$ cat src/rtl/hazard_pkg.sv
// Shared types and constants for the pipeline hazard controller and the
// decode-side logic around it.
package hazard_pkg;

  typedef enum logic [1:0] {
    RUN      = 2'd0,
    FLUSH    = 2'd1,
    MEM_WAIT = 2'd2,
    ERROR    = 2'd3
  } hz_state_e;

  localparam logic [4:0] REG_ZERO = 5'd0;

  // Decoder drives id_uses_rs2 for R_TYPE, SW and BR.
  localparam logic [6:0] R_TYPE = 7'b0110011;
  localparam logic [6:0] I_TYPE = 7'b0010011;
  localparam logic [6:0] LW     = 7'b0000011;
  localparam logic [6:0] SW     = 7'b0100011;
  localparam logic [6:0] BR     = 7'b1100011;

endpackage

$ cat src/rtl/load_use_detect.sv
// Flags a load in EX whose destination is read by the instruction in ID.
// Writes to x0 are never a hazard.
module load_use_detect
  import hazard_pkg::*;
(
  input  logic [4:0] id_rs1,
  input  logic [4:0] id_rs2,
  input  logic       id_uses_rs2,
  input  logic [4:0] ex_rd,
  input  logic       ex_memread,
  output logic       lu
);

  assign lu = ex_memread && (ex_rd != REG_ZERO) &&
              ((ex_rd == id_rs1) || (id_uses_rs2 && (ex_rd == id_rs2)));

endmodule

$ cat src/rtl/pipeline_hazard_ctrl.sv
// Per-cycle advance/stall/bubble/flush sequencing for the 5-stage pipeline,
// with saturating stall/flush counters and a sticky memory-timeout error.
//
//   state    | meaning
//   RUN      | normal issue; branch/load-use/memory rules evaluated
//   FLUSH    | squashing wrong-path fetches after a taken branch
//   MEM_WAIT | data memory busy; front of pipe frozen, timer running
//   ERROR    | memory never answered; frozen until reset
module pipeline_hazard_ctrl
  import hazard_pkg::*;
#(
  parameter int unsigned FLUSH_CYCLES = 1,
  parameter int unsigned MEM_TIMEOUT  = 16,
  parameter int unsigned CNT_W        = 32
) (
  input  logic             clk,
  input  logic             reset,
  input  logic [4:0]       id_rs1,
  input  logic [4:0]       id_rs2,
  input  logic             id_uses_rs2,
  input  logic [4:0]       ex_rd,
  input  logic             ex_memread,
  input  logic             ex_branch_taken,
  input  logic             mem_req,
  input  logic             mem_ready,
  output logic             pc_write,
  output logic             if_id_write,
  output logic             if_id_flush,
  output logic             id_ex_flush,
  output logic             stage_hold,
  output logic             mem_wb_bubble,
  output logic             mem_timeout_err,
  output logic [CNT_W-1:0] stall_count,
  output logic [CNT_W-1:0] flush_count
);

  localparam logic [2:0]       FCNT_INIT = 3'(FLUSH_CYCLES - 1);
  localparam logic [8:0]       TIMEOUT   = 9'(MEM_TIMEOUT);
  localparam logic [CNT_W-1:0] CNT_ONE   = CNT_W'(1);

  hz_state_e  state_q, state_d, act_state;
  logic [2:0] fcnt_q, fcnt_d;
  logic [7:0] timer_q, timer_d;
  logic       ret_flush_q, ret_flush_d;
  logic       lu, mem_block;

  load_use_detect u_lu (
    .id_rs1      (id_rs1),
    .id_rs2      (id_rs2),
    .id_uses_rs2 (id_uses_rs2),
    .ex_rd       (ex_rd),
    .ex_memread  (ex_memread),
    .lu          (lu)
  );

  assign mem_block = mem_req && !mem_ready;

  always_comb begin
    pc_write      = 1'b1;
    if_id_write   = 1'b1;
    if_id_flush   = 1'b0;
    id_ex_flush   = 1'b0;
    stage_hold    = 1'b0;
    mem_wb_bubble = 1'b0;
    state_d       = state_q;
    fcnt_d        = fcnt_q;
    timer_d       = timer_q;
    ret_flush_d   = ret_flush_q;

    // The cycle memory answers behaves like the state the wait interrupted.
    act_state = state_q;
    if (state_q == MEM_WAIT && mem_ready) act_state = ret_flush_q ? FLUSH : RUN;

    case (act_state)
      RUN: begin
        state_d = RUN;
        if (mem_block) begin
          pc_write      = 1'b0;
          if_id_write   = 1'b0;
          stage_hold    = 1'b1;
          mem_wb_bubble = 1'b1;
          state_d       = MEM_WAIT;
          timer_d       = 8'd1;
          ret_flush_d   = 1'b0;
        end else if (ex_branch_taken) begin
          if_id_flush = 1'b1;
          id_ex_flush = 1'b1;
          if (FLUSH_CYCLES > 1) begin
            state_d = FLUSH;
            fcnt_d  = FCNT_INIT;
          end
        end else if (lu) begin
          pc_write    = 1'b0;
          if_id_write = 1'b0;
          id_ex_flush = 1'b1;
        end
      end
      FLUSH: begin
        if (mem_block) begin
          pc_write      = 1'b0;
          if_id_write   = 1'b0;
          stage_hold    = 1'b1;
          mem_wb_bubble = 1'b1;
          state_d       = MEM_WAIT;
          timer_d       = 8'd1;
          ret_flush_d   = 1'b1;
        end else begin
          if_id_flush = 1'b1;
          id_ex_flush = 1'b1;
          fcnt_d      = fcnt_q - 3'd1;
          state_d     = (fcnt_q <= 3'd1) ? RUN : FLUSH;
        end
      end
      MEM_WAIT: begin
        pc_write      = 1'b0;
        if_id_write   = 1'b0;
        stage_hold    = 1'b1;
        mem_wb_bubble = 1'b1;
        timer_d       = timer_q + 8'd1;
        if (({1'b0, timer_q} + 9'd1) >= TIMEOUT) state_d = ERROR;
      end
      ERROR: begin
        pc_write      = 1'b0;
        if_id_write   = 1'b0;
        stage_hold    = 1'b1;
        mem_wb_bubble = 1'b1;
      end
    endcase

    // While reset is held, keep the front of the pipe cleared.
    if (!reset) begin
      pc_write      = 1'b0;
      if_id_write   = 1'b0;
      if_id_flush   = 1'b1;
      id_ex_flush   = 1'b1;
      stage_hold    = 1'b0;
      mem_wb_bubble = 1'b1;
    end
  end

  always_ff @(posedge clk) begin
    if (!reset) begin
      state_q         <= RUN;
      fcnt_q          <= 3'd0;
      timer_q         <= 8'd0;
      ret_flush_q     <= 1'b0;
      stall_count     <= '0;
      flush_count     <= '0;
      mem_timeout_err <= 1'b0;
    end else begin
      state_q     <= state_d;
      fcnt_q      <= fcnt_d;
      timer_q     <= timer_d;
      ret_flush_q <= ret_flush_d;
      if (!pc_write && (stall_count != '1)) stall_count <= stall_count + CNT_ONE;
      if (if_id_flush && (flush_count != '1)) flush_count <= flush_count + CNT_ONE;
      if (state_d == ERROR) mem_timeout_err <= 1'b1;
    end
  end

endmodule

$ cat config.mk
export PLATFORM = sky130hd
export DESIGN_NAME = pipeline_hazard_ctrl
export DESIGN_NICKNAME = d
export VERILOG_FILES = /design/src/rtl/hazard_pkg.sv /design/src/rtl/load_use_detect.sv /design/src/rtl/pipeline_hazard_ctrl.sv
export SDC_FILE = /design/constraint.sdc
export NUM_CORES = 1
export LEC_CHECK = 0
export ABC_CLOCK_PERIOD_IN_PS = 2550
export CAP_MARGIN = 30
export CELL_PAD_IN_SITES_DETAIL_PLACEMENT = 1
export CELL_PAD_IN_SITES_GLOBAL_PLACEMENT = 1
export CORE_MARGIN = 2
export CORE_UTILIZATION = 33
export DETAILED_ROUTE_END_ITERATION = 6
export PLACE_DENSITY_LB_ADDON = 0.1
export SLEW_MARGIN = 20
export SYNTH_ARGS = -nofsm -noshare
export SYNTH_HDL_FRONTEND = slang
export SYNTH_SLANG_ARGS = --single-unit
export TNS_END_PERCENT = 10
$ cat constraint.sdc
create_clock -name clk -period 2.55 [get_ports clk]
set_input_delay 0.765 -clock clk [delete_from_list [all_inputs] [get_ports clk]]
set_output_delay 0.765 -clock clk [all_outputs]
set_load 0.1 [all_outputs]
* Yosys cells after proc, flatten, opt, wreduce, memory -nomap -nowiden
Cells that the tools add are included.
Cells by class: equal/unequal tests 12, shifts and indexed selects 0, $add $sub $neg 5, muxes and demuxes 31, multiply operators 0, $lt $le $gt $ge 2, bitwise operators 1, divide/modulo/power cells 0, reduce and logical (&&, ||, !) cells 19
Operators with widths (number):
- 32-bit by 1-bit adder with 32-bit output, second input constant | 2
- 32-bit != test, second input constant | 2
- 1-bit two-way mux | 19
- 8-bit case mux with 2 select lines | 1
- 5-bit equality test | 2
- 8-bit by 1-bit adder with 9-bit output, second input constant | 1
- 9-bit by 5-bit >= comparator with 1-bit output, second input constant | 1
- 8-bit by 1-bit adder with 8-bit output, second input constant | 1
- 2-bit equality test, second input constant | 4
- 2-bit two-way mux | 4
- 8-bit two-way mux | 1
- 1-bit case mux with 2 select lines | 4
- 1-bit logical AND | 7
- 2-bit case mux with 3 select lines | 1
- 5-bit nonzero test | 1
- 2-bit != test, second input constant | 2
- 2-bit AND reduction | 2
- 2-bit nonzero test | 2
- 2-bit OR reduction | 2
- 3-bit by 1-bit less-or-equal comparator with 1-bit output, second input constant | 1
- 1-bit case mux with 3 select lines | 1
- 3-bit AND reduction | 1
- 3-bit by 1-bit subtractor with 3-bit output, second input constant | 1
- 2-bit by 1-bit equality test with 1-bit output, second input constant | 1
- 5 further kinds | 6
Word-level totals: bits in writable memories 0, logic and storage cells 77, bits of input ports 22, bits in read-only memories 0, output and inout port bits 71, bits in registers 79, latch bits 0, memories kept 0

* Depth between registers and ports, before layout
Gate-level depths: netlist of the first run.
depth in word-level cells 11, depth in mapped cells 11, gate-level depth less buffers 8

* Hierarchy
A second synthesis of the first run with hierarchy kept.
Unflattened totals: cell total of the unflattened synthesis 507, area, all modules 4280.4 µm²
By module, submodules not included:
- pipeline_hazard_ctrl | seq. area each 1581.5 µm², times used 1, area each 4147.7 µm², cells an instance 490
- load_use_detect | seq. area each 0.0 µm², times used 1, area each 132.6 µm², cells an instance 17

* Worst setup path before layout of the first run
Ideal clock, no wire load.
path kind input to output, start point in ex_rd[4], end point out id_ex_flush, arrival time 4.912 ns, buffers on the path 0, cell stages on the path 5, data required time 1.785 ns, setup slack -3.127 ns, cells stage by stage xnor2_1 > nand3_1 > nor3_2 > nor2_1 > o311ai_0
Between the ends: word-level cells in the longest chain between the ends 9, elaborated cells between the ends (all ways) 12, classes of those cells eq/ne: 2; mux: 5; reduce/logical: 5
RTL lines:
- from (decl) | line pipeline_hazard_ctrl.sv:21 | input logic [4:0] ex_rd,
- 5-bit equality test | line load_use_detect.sv:15 | ((ex_rd == id_rs1) || (id_uses_rs2 && (ex_rd == id_rs2)));
- 1-bit logical AND | line load_use_detect.sv:15
- 1-bit logical OR | line load_use_detect.sv:15
- 1-bit logical AND (*) | line load_use_detect.sv:14 | assign lu = ex_memread && (ex_rd != REG_ZERO) &&
- 1-bit two-way mux (*) | line pipeline_hazard_ctrl.sv:92 | end else if (lu) begin
- 1-bit two-way mux (*) | line pipeline_hazard_ctrl.sv:85 | end else if (ex_branch_taken) begin
- 1-bit two-way mux (*) | line pipeline_hazard_ctrl.sv:77 | if (mem_block) begin
- 1-bit case mux with 2 select lines (*) | line pipeline_hazard_ctrl.sv:74 | case (act_state)
- 1-bit two-way mux (*) | line pipeline_hazard_ctrl.sv:131 | if (!reset) begin
- to (decl) | line pipeline_hazard_ctrl.sv:29 | output logic id_ex_flush,
Every way passes the cells marked *; elsewhere a longest branch is shown, timed or not.

* Worst setup path in the final report of the first run
start point in ex_rd[3], end point out pc_write
Between the ends: word-level cells in the longest chain between the ends 9, elaborated cells between the ends (all ways) 12, classes of those cells eq/ne: 2; mux: 5; reduce/logical: 5
RTL lines:
- 5-bit equality test | line load_use_detect.sv:15
- 1-bit logical AND | line load_use_detect.sv:15
- 1-bit logical OR | line load_use_detect.sv:15
- 1-bit logical AND (*) | line load_use_detect.sv:14
- 1-bit two-way mux (*) | line pipeline_hazard_ctrl.sv:92
- 1-bit two-way mux (*) | line pipeline_hazard_ctrl.sv:85
- 1-bit two-way mux (*) | line pipeline_hazard_ctrl.sv:77
- 1-bit case mux with 3 select lines (*) | line pipeline_hazard_ctrl.sv:74
- 1-bit two-way mux (*) | line pipeline_hazard_ctrl.sv:131
- to (decl) | line pipeline_hazard_ctrl.sv:26 | output logic pc_write,
Marked as above.

==> reports/qor.yml, run 1 <==
status:
  status: "complete, but fails checks"
  violations: "negative setup slack"
clock_network:
  cts_buffer_depth: 2
  h-tree-depth: 3
  cts-buffers-inserted: 9
  cts_tree: "done"
  path_clk_slew_ns: 0.06
  clock-root-buffer: "clkbuf_16"
  clock_latency_ns: 0.34
  cts.sink_count: 79
global_routing:
  grt_overflow: 0
  grt_max_degree: 41
  grt_pass1_vias: 4151
  antenna_found_initial: 0
  grt_pass1_wl_um: 20100
  grt.total_usage_pct: 18.8
timing:
  worst_slew_pin_slew_ns: 0.486
  timing.slew.headroom_pct: 67.3
  fin_crit_ns: 2.87
  rsz0062_at_grt: "true"
  fin_ws_ns: -0.315
  slew_viol_final: 0
  final_hold_viol_count: 0
  fin_tns_setup_ns: -0.945
  fmax_mhz: 349
  skew_ns: 0.00957
  setup_viol: 3
  finalCritPeriodShare_pct: 112
detailed_routing:
  routedWlPerCell_um: 15.4
  wl_met3_um: 390
  top_layer: "met4"
  drc: 0
  ant_nets: 0
  vias_per_cell: 5.12
  wl_met2_um: 5920
  drt-pass1-iter-count: 4
  drt-met1-wl_um: 5390
  vias: 3946
  finalWirelength_um: 11900
  drt_iter0_drc: 113
setup_path:
  r2r-end: "stall_count[20]$_SDFFE_PN0P_"
  critPathArrivalTime_ns: 2.10
  reg2reg_slack_ns: 0.37
  cp_max_fo: 2
  cp_data_required_time_ns: 1.79
  crit_path_start_kind: "primary input"
  end_kind: "primary output"
  reg2regPathDepth: 7
  worstReg2RegStart: "stall_count[4]$_SDFFE_PN0P_"
  critPathKind: "in2out"
  crit_path_start: "ex_rd[3]"
cells_and_area:
  layout_common_cells: "108 x buf_4, 79 x dfxtp_1, 76 x nor2_1, 41 x nand2_1, 33 x xnor2_1"
  drive_above_1_share_pct: 29.3
  syn_to_final_growth_pct: 43.3
  final_cells: 771
  num_antenna_cells: 0
  nNetsFinal: 647
  layout_commonest_cell: "buf_4"
placement:
  place_congestion: 0.749
  dp_slack_ns: -0.823
  portBuffers: 92
  dp_cells: 750
  dp_hpwl_um: 8610
floorplanning:
  fp.dieArea_um2: 13200
  die_w_um: 115
  core_area_um2: 12000
  pin_count: 93
  fp-row-count: 40
  die_y_um: 115
  start_util_pct: 33.8
logic_synthesis:
  synth_cells: 487
  syn_nets: 515
  yosys_warnings: 0
  synth-main-ff-cell: "dfxtp_1"
  synth_top_area_share_pct: 38.9
  synthTopCellsByArea: "dfxtp_1 39%, xnor2_1 7.8%, nor2_1 7.2%"
  synth_area_um2: 4060
  async_reset_ff_share_pct: 0
  synth_seq_cells: 79
  ys_types: 56
  synth_top_area_cell: "dfxtp_1"
  synth-edff-count: 0
  yosysSeqAreaShare_pct: 38.9
  avgSynthCellArea_um2: 8.34
power_and_ir_drop:
  p_per_area_nw_per_um2: 522
  power.leakage_nw: 2.34
  irDropWorstVdd_mv: 0.243
worst_hold_path:
  worstHoldStart: "mem_timeout_err$_SDFFE_PN0N_"
  hold_class: "reg2reg"
  holdPathStages: 2
  min_to: "mem_timeout_err$_SDFFE_PN0N_"
job:
  cap_violations: 0
## metrics by stage
stage / cell area, µm² / total power, mW / hold slack (ns) / utilization (%)
after global placement: 5380 / 1.67 / 0.476 / 44.8
after CTS: 5800 / 3.07 / 0.488 / 48.3
after global routing: 5820 / 3.15 / 0.513 / 48.5
final: 5820 / 3.04 / 0.485 / 48.5
after floorplan: 4130 / 1.53 / 0.463 / -
after detailed placement: 5380 / 1.68 / 0.461 / 44.8
## what timing repair did
item | CTS | global route
hold buffers | 0 | 0
resized for setup | 61 | 6
setup buffers | 5 | 0
pin swaps | 20 | 4
endpoints found under the setup margin | 46 | 9
## worst max-delay path, cell delays in order
cell and delay (ns):
buf_6 0.09, or4_4 0.54, o21ai_4 0.17, nor4_4 0.06, o21a_4 0.13, nor2_4 0.15
buf_12 0.19
## worst max-delay path by stage
stage	endpoint	slack, ns
finish	pc_write	-0.32
global placement	if_id_write	-0.73
CTS	if_id_write	-0.32
global route	if_id_write	-0.37
detailed placement	stall_count[20]$_SDFFE_PN0P_	-0.82
floorplan	pc_write	-0.71
## layout make-up
| class | count | area (µm²) |
|---|---|---|
| sequential | 79 | 1580 |
| multi-input combinational | 378 | 2500 |
| timing repair buffer | 140 | 1190 |
| clock buffer | 12 | 267 |
| inverter | 11 | 45.0 |
| clock inverter | 4 | 51.3 |
| tap | 147 | 184 |
| fill | 1454 | 6190 |
## cells in the mapped netlist (2+ instances only)
master     n
o21ai_1    2
nor3b_1    2
nor4_1     5
nor2_1    78
or3_1      8
a21o_1     2
and3_1    14
nor3_2     3
a21oi_1   20
buf_4      4
or3_4      2
nand4_1   16
o211ai_1   2
a31o_2     2
o21a_1     2
or4_1      2
o21ai_0   17
inv_1     11
nand2b_1  10
xor2_1    21
nor4_2     4
mux2i_1    6
nand3_1   25
and2_1     7
a211oi_1   3
clkbuf_1  11
o31ai_1    3
a22oi_1    2
xnor2_1   36
and4_1     8
dfxtp_1   79
nand2_1   43
nor3_1     7
ha_1       6
buf_2      2
or2_2      2
## routing by layer
metal / global-route usage [%] / up-vias
met5: 0 / -
met4: 6.51 / 0
met3: 3.16 / 15
met2: 33.1 / 60
met1: 23.4 / 1917
li1: - / 1954
## kinds of logic after synthesis
group,after synthesis,share of synthesized area [%]
multiplexers,6,1.48
AND/OR/NAND/NOR,243,31.7
XOR/XNOR,57,12.3
adder cells (fa/ha/maj),6,1.85
flip-flops,79,38.9
buffers and inverters,30,3.39
AO/OA/AOI/OAI,66,10.4
## power breakdown
part           internal, mW  switching [mW]  total [mW]
logic                 0.144           0.257       0.402
clock network         0.841           0.529        1.37
registers              1.25          0.0178        1.26
## state kept, by name (all words and copies together), names as in the netlist
name	count
flush_count	32
stall_count	32
timer_q	8
fcnt_q	3
state_q	2
mem_timeout_err	1
ret_flush_q	1
Note: power is estimated with default switching activity, not from simulation.
==> run 2, diff against run 1 <==
--- a/config.mk
+++ b/config.mk
@@ -5,7 +5,6 @@
 export SDC_FILE = /design/constraint.sdc
 export NUM_CORES = 1
 export LEC_CHECK = 0
-export ABC_CLOCK_PERIOD_IN_PS = 2550
 export CAP_MARGIN = 30
 export CELL_PAD_IN_SITES_DETAIL_PLACEMENT = 1
 export CELL_PAD_IN_SITES_GLOBAL_PLACEMENT = 1
==> results of run 2 <==
Same layout as run 1: the final DEF is identical, and so are final timing and power.
==> RTL change (flow settings as in run 1) <==
The package constant `REG_ZERO` goes from 5'd0 to 5'd1.
--- a/src/rtl/hazard_pkg.sv
+++ b/src/rtl/hazard_pkg.sv
@@ -11,3 +11,3 @@
 
-  localparam logic [4:0] REG_ZERO = 5'd0;
+  localparam logic [4:0] REG_ZERO = 5'd1;
 
Behaviour: not the same (a bounded check fails within 4 cycles, from zero or initial values and one cycle with reset low).
==> RTL change against run 1 <==
The run still ends with setup timing left. Critical endpoint is now id_ex_flush. Wire length up 11%. Count of clock-buffer cells in the layout down 1. Total power up 3.8%. Clock skew down 0.0029 ns. Via count up 8.2%. Core utilization down 2.0 points. Synthesized area up 3.8%. Sequential cell count unchanged. Final area up 0.34%. Cell count up 5.6%. Setup slack better by 0.0016 ns.
==> RTL change: results (changes against run 1) <==
outcome=complete, but fails checks (unchanged); failing checks=setup timing (unchanged); GRT Total Usage=20.0% (was 18.8%); Routed WL=13200 um (was 11900 um); 1st-iter DRT viols=135 (was 113); XOR/XNOR share of the synthesized area=7.47% (was 12.3%); final setup fails=4 (was 3); PnR worst setup slack=-0.314 ns (was -0.315 ns); Slew headroom=69.0% (was 67.3%); dominant synthesized flop cell=dfxtp_1 (unchanged); Area contributors post-synth=dfxtp_1 37%, a21oi_1 5.6%, xnor2_1 5.2% (was dfxtp_1 39%, xnor2_1 7.8%, nor2_1 7.2%); DR vias=4268 (was 3946); sequential fraction of the synthesis area=37.5% (was 38.9%); Mapped Nets=534 (was 515); Peak VDD IR=0.308 mV (was 0.243 mV); Compound-Gate Fraction of Synth Area=17.0% (was 10.4%); Synth Area in Adders=1.78% (was 1.85%); largest net degree at the start of global routing=40 (was 41); global-route wire length before repair=21400 um (was 20100 um); Yosys cell types=62 (was 56); top cells by count, synth=79 x dfxtp_1, 47 x a21oi_1, 47 x nor2_1, 45 x nand2_1, 32 x nand3_1 (was 79 x dfxtp_1, 78 x nor2_1, 43 x nand2_1, 36 x xnor2_1, 25 x nand3_1); Leakage=2.23 nW (was 2.34 nW); Clock Skews=0.00665 ns (was 0.00957 ns); Final HPWL DP=9860 um (was 8610 um); post-synthesis mux area share=0.712% (was 1.48%); initial antenna violation count=2 (was 0)
[RTL change: per-layer routing]
layer | track usage (%) | part of all wire (%)
met1 | 24.9 | 45
met2 | 33.8 | 49
met3 | 4.74 | 4.2
met4 | 7.29 | 1.8
met5 | 0 | 0.083
[RTL change: path summary, 6_finish.rpt]
path | start | end | slack [ns] | cells after the start
worst max-delay path | ex_rd[4] | id_ex_flush | -0.31 | 7
worst min-delay path | mem_timeout_err | mem_timeout_err | 0.45 | 2
worst max register to register | state_q[0] | stall_count[4] | 0.40 | 8
worst min register to register | mem_timeout_err | mem_timeout_err | 0.45 | 2
[RTL change: stage by stage]
step,power [mW],cells,TNS [ns],setup slack (ns),cell area [sq um]
after floorplan,1.56,506,-7.73,-0.435,4280
final,3.15,814,-0.932,-0.314,5840
after detailed placement,1.72,794,-25.45,-0.750,5480
after global placement,1.71,794,-21.88,-0.745,5480
after global routing,3.28,814,-1.14,-0.342,5840
after CTS,3.19,813,-1.06,-0.343,5840
[RTL change: cell type report]
cell class,count,area [sq um],share of cell area [%]
clock inverter,5,80.1,1.37
sequential,79,1580,27.1
timing repair buffer,138,1140,19.5
multi-input combinational,398,2530,43.3
inverter,10,37.5,0.643
tap,172,215,3.68
antenna,1,2.50,0.0428
clock buffer,11,253,4.33
[RTL change: where the power goes]
part	switching [mW]	internal (mW)	total [mW]
Clock	0.547	0.910	1.46
Combinational	0.275	0.156	0.431
Sequential	0.0176	1.25	1.26
Total	0.840	2.31	3.15
[RTL change: logic make-up (layout without fill, tap and decap cells)]
| group | after synthesis | after routing |
|---|---|---|
| muxes | 3 | 3 |
| AOI/OAI and AO/OA | 114 | 114 |
| buffers and inverters | 29 | 164 |
| xor gates and xnor gates | 36 | 36 |
| adders and majority gates | 6 | 6 |
| other | 0 | 1 |
| DFF | 79 | 79 |
| and+or+nand+nor | 239 | 239 |
[RTL change: what timing repair did]
item | 4_1_cts | 5_1_grt
cloned | 0 | 0
pin swaps | 20 | 4
hold endpoints to repair | 0 | 0
setup endpoints to repair | 46 | 5
buffers inserted | 5 | 0
gates resized for setup | 47 | 0
[RTL change: worst reg2reg max path, stage by stage, from the launching register on]
cell and delay [ns]:
dfxtp_1 0.38, a311o_1 0.33, buf_4 0.17, buf_4 0.13, o21bai_2 0.16, o211ai_4 0.19, buf_4 0.23, or3_1 0.35
a21oi_1 0.15
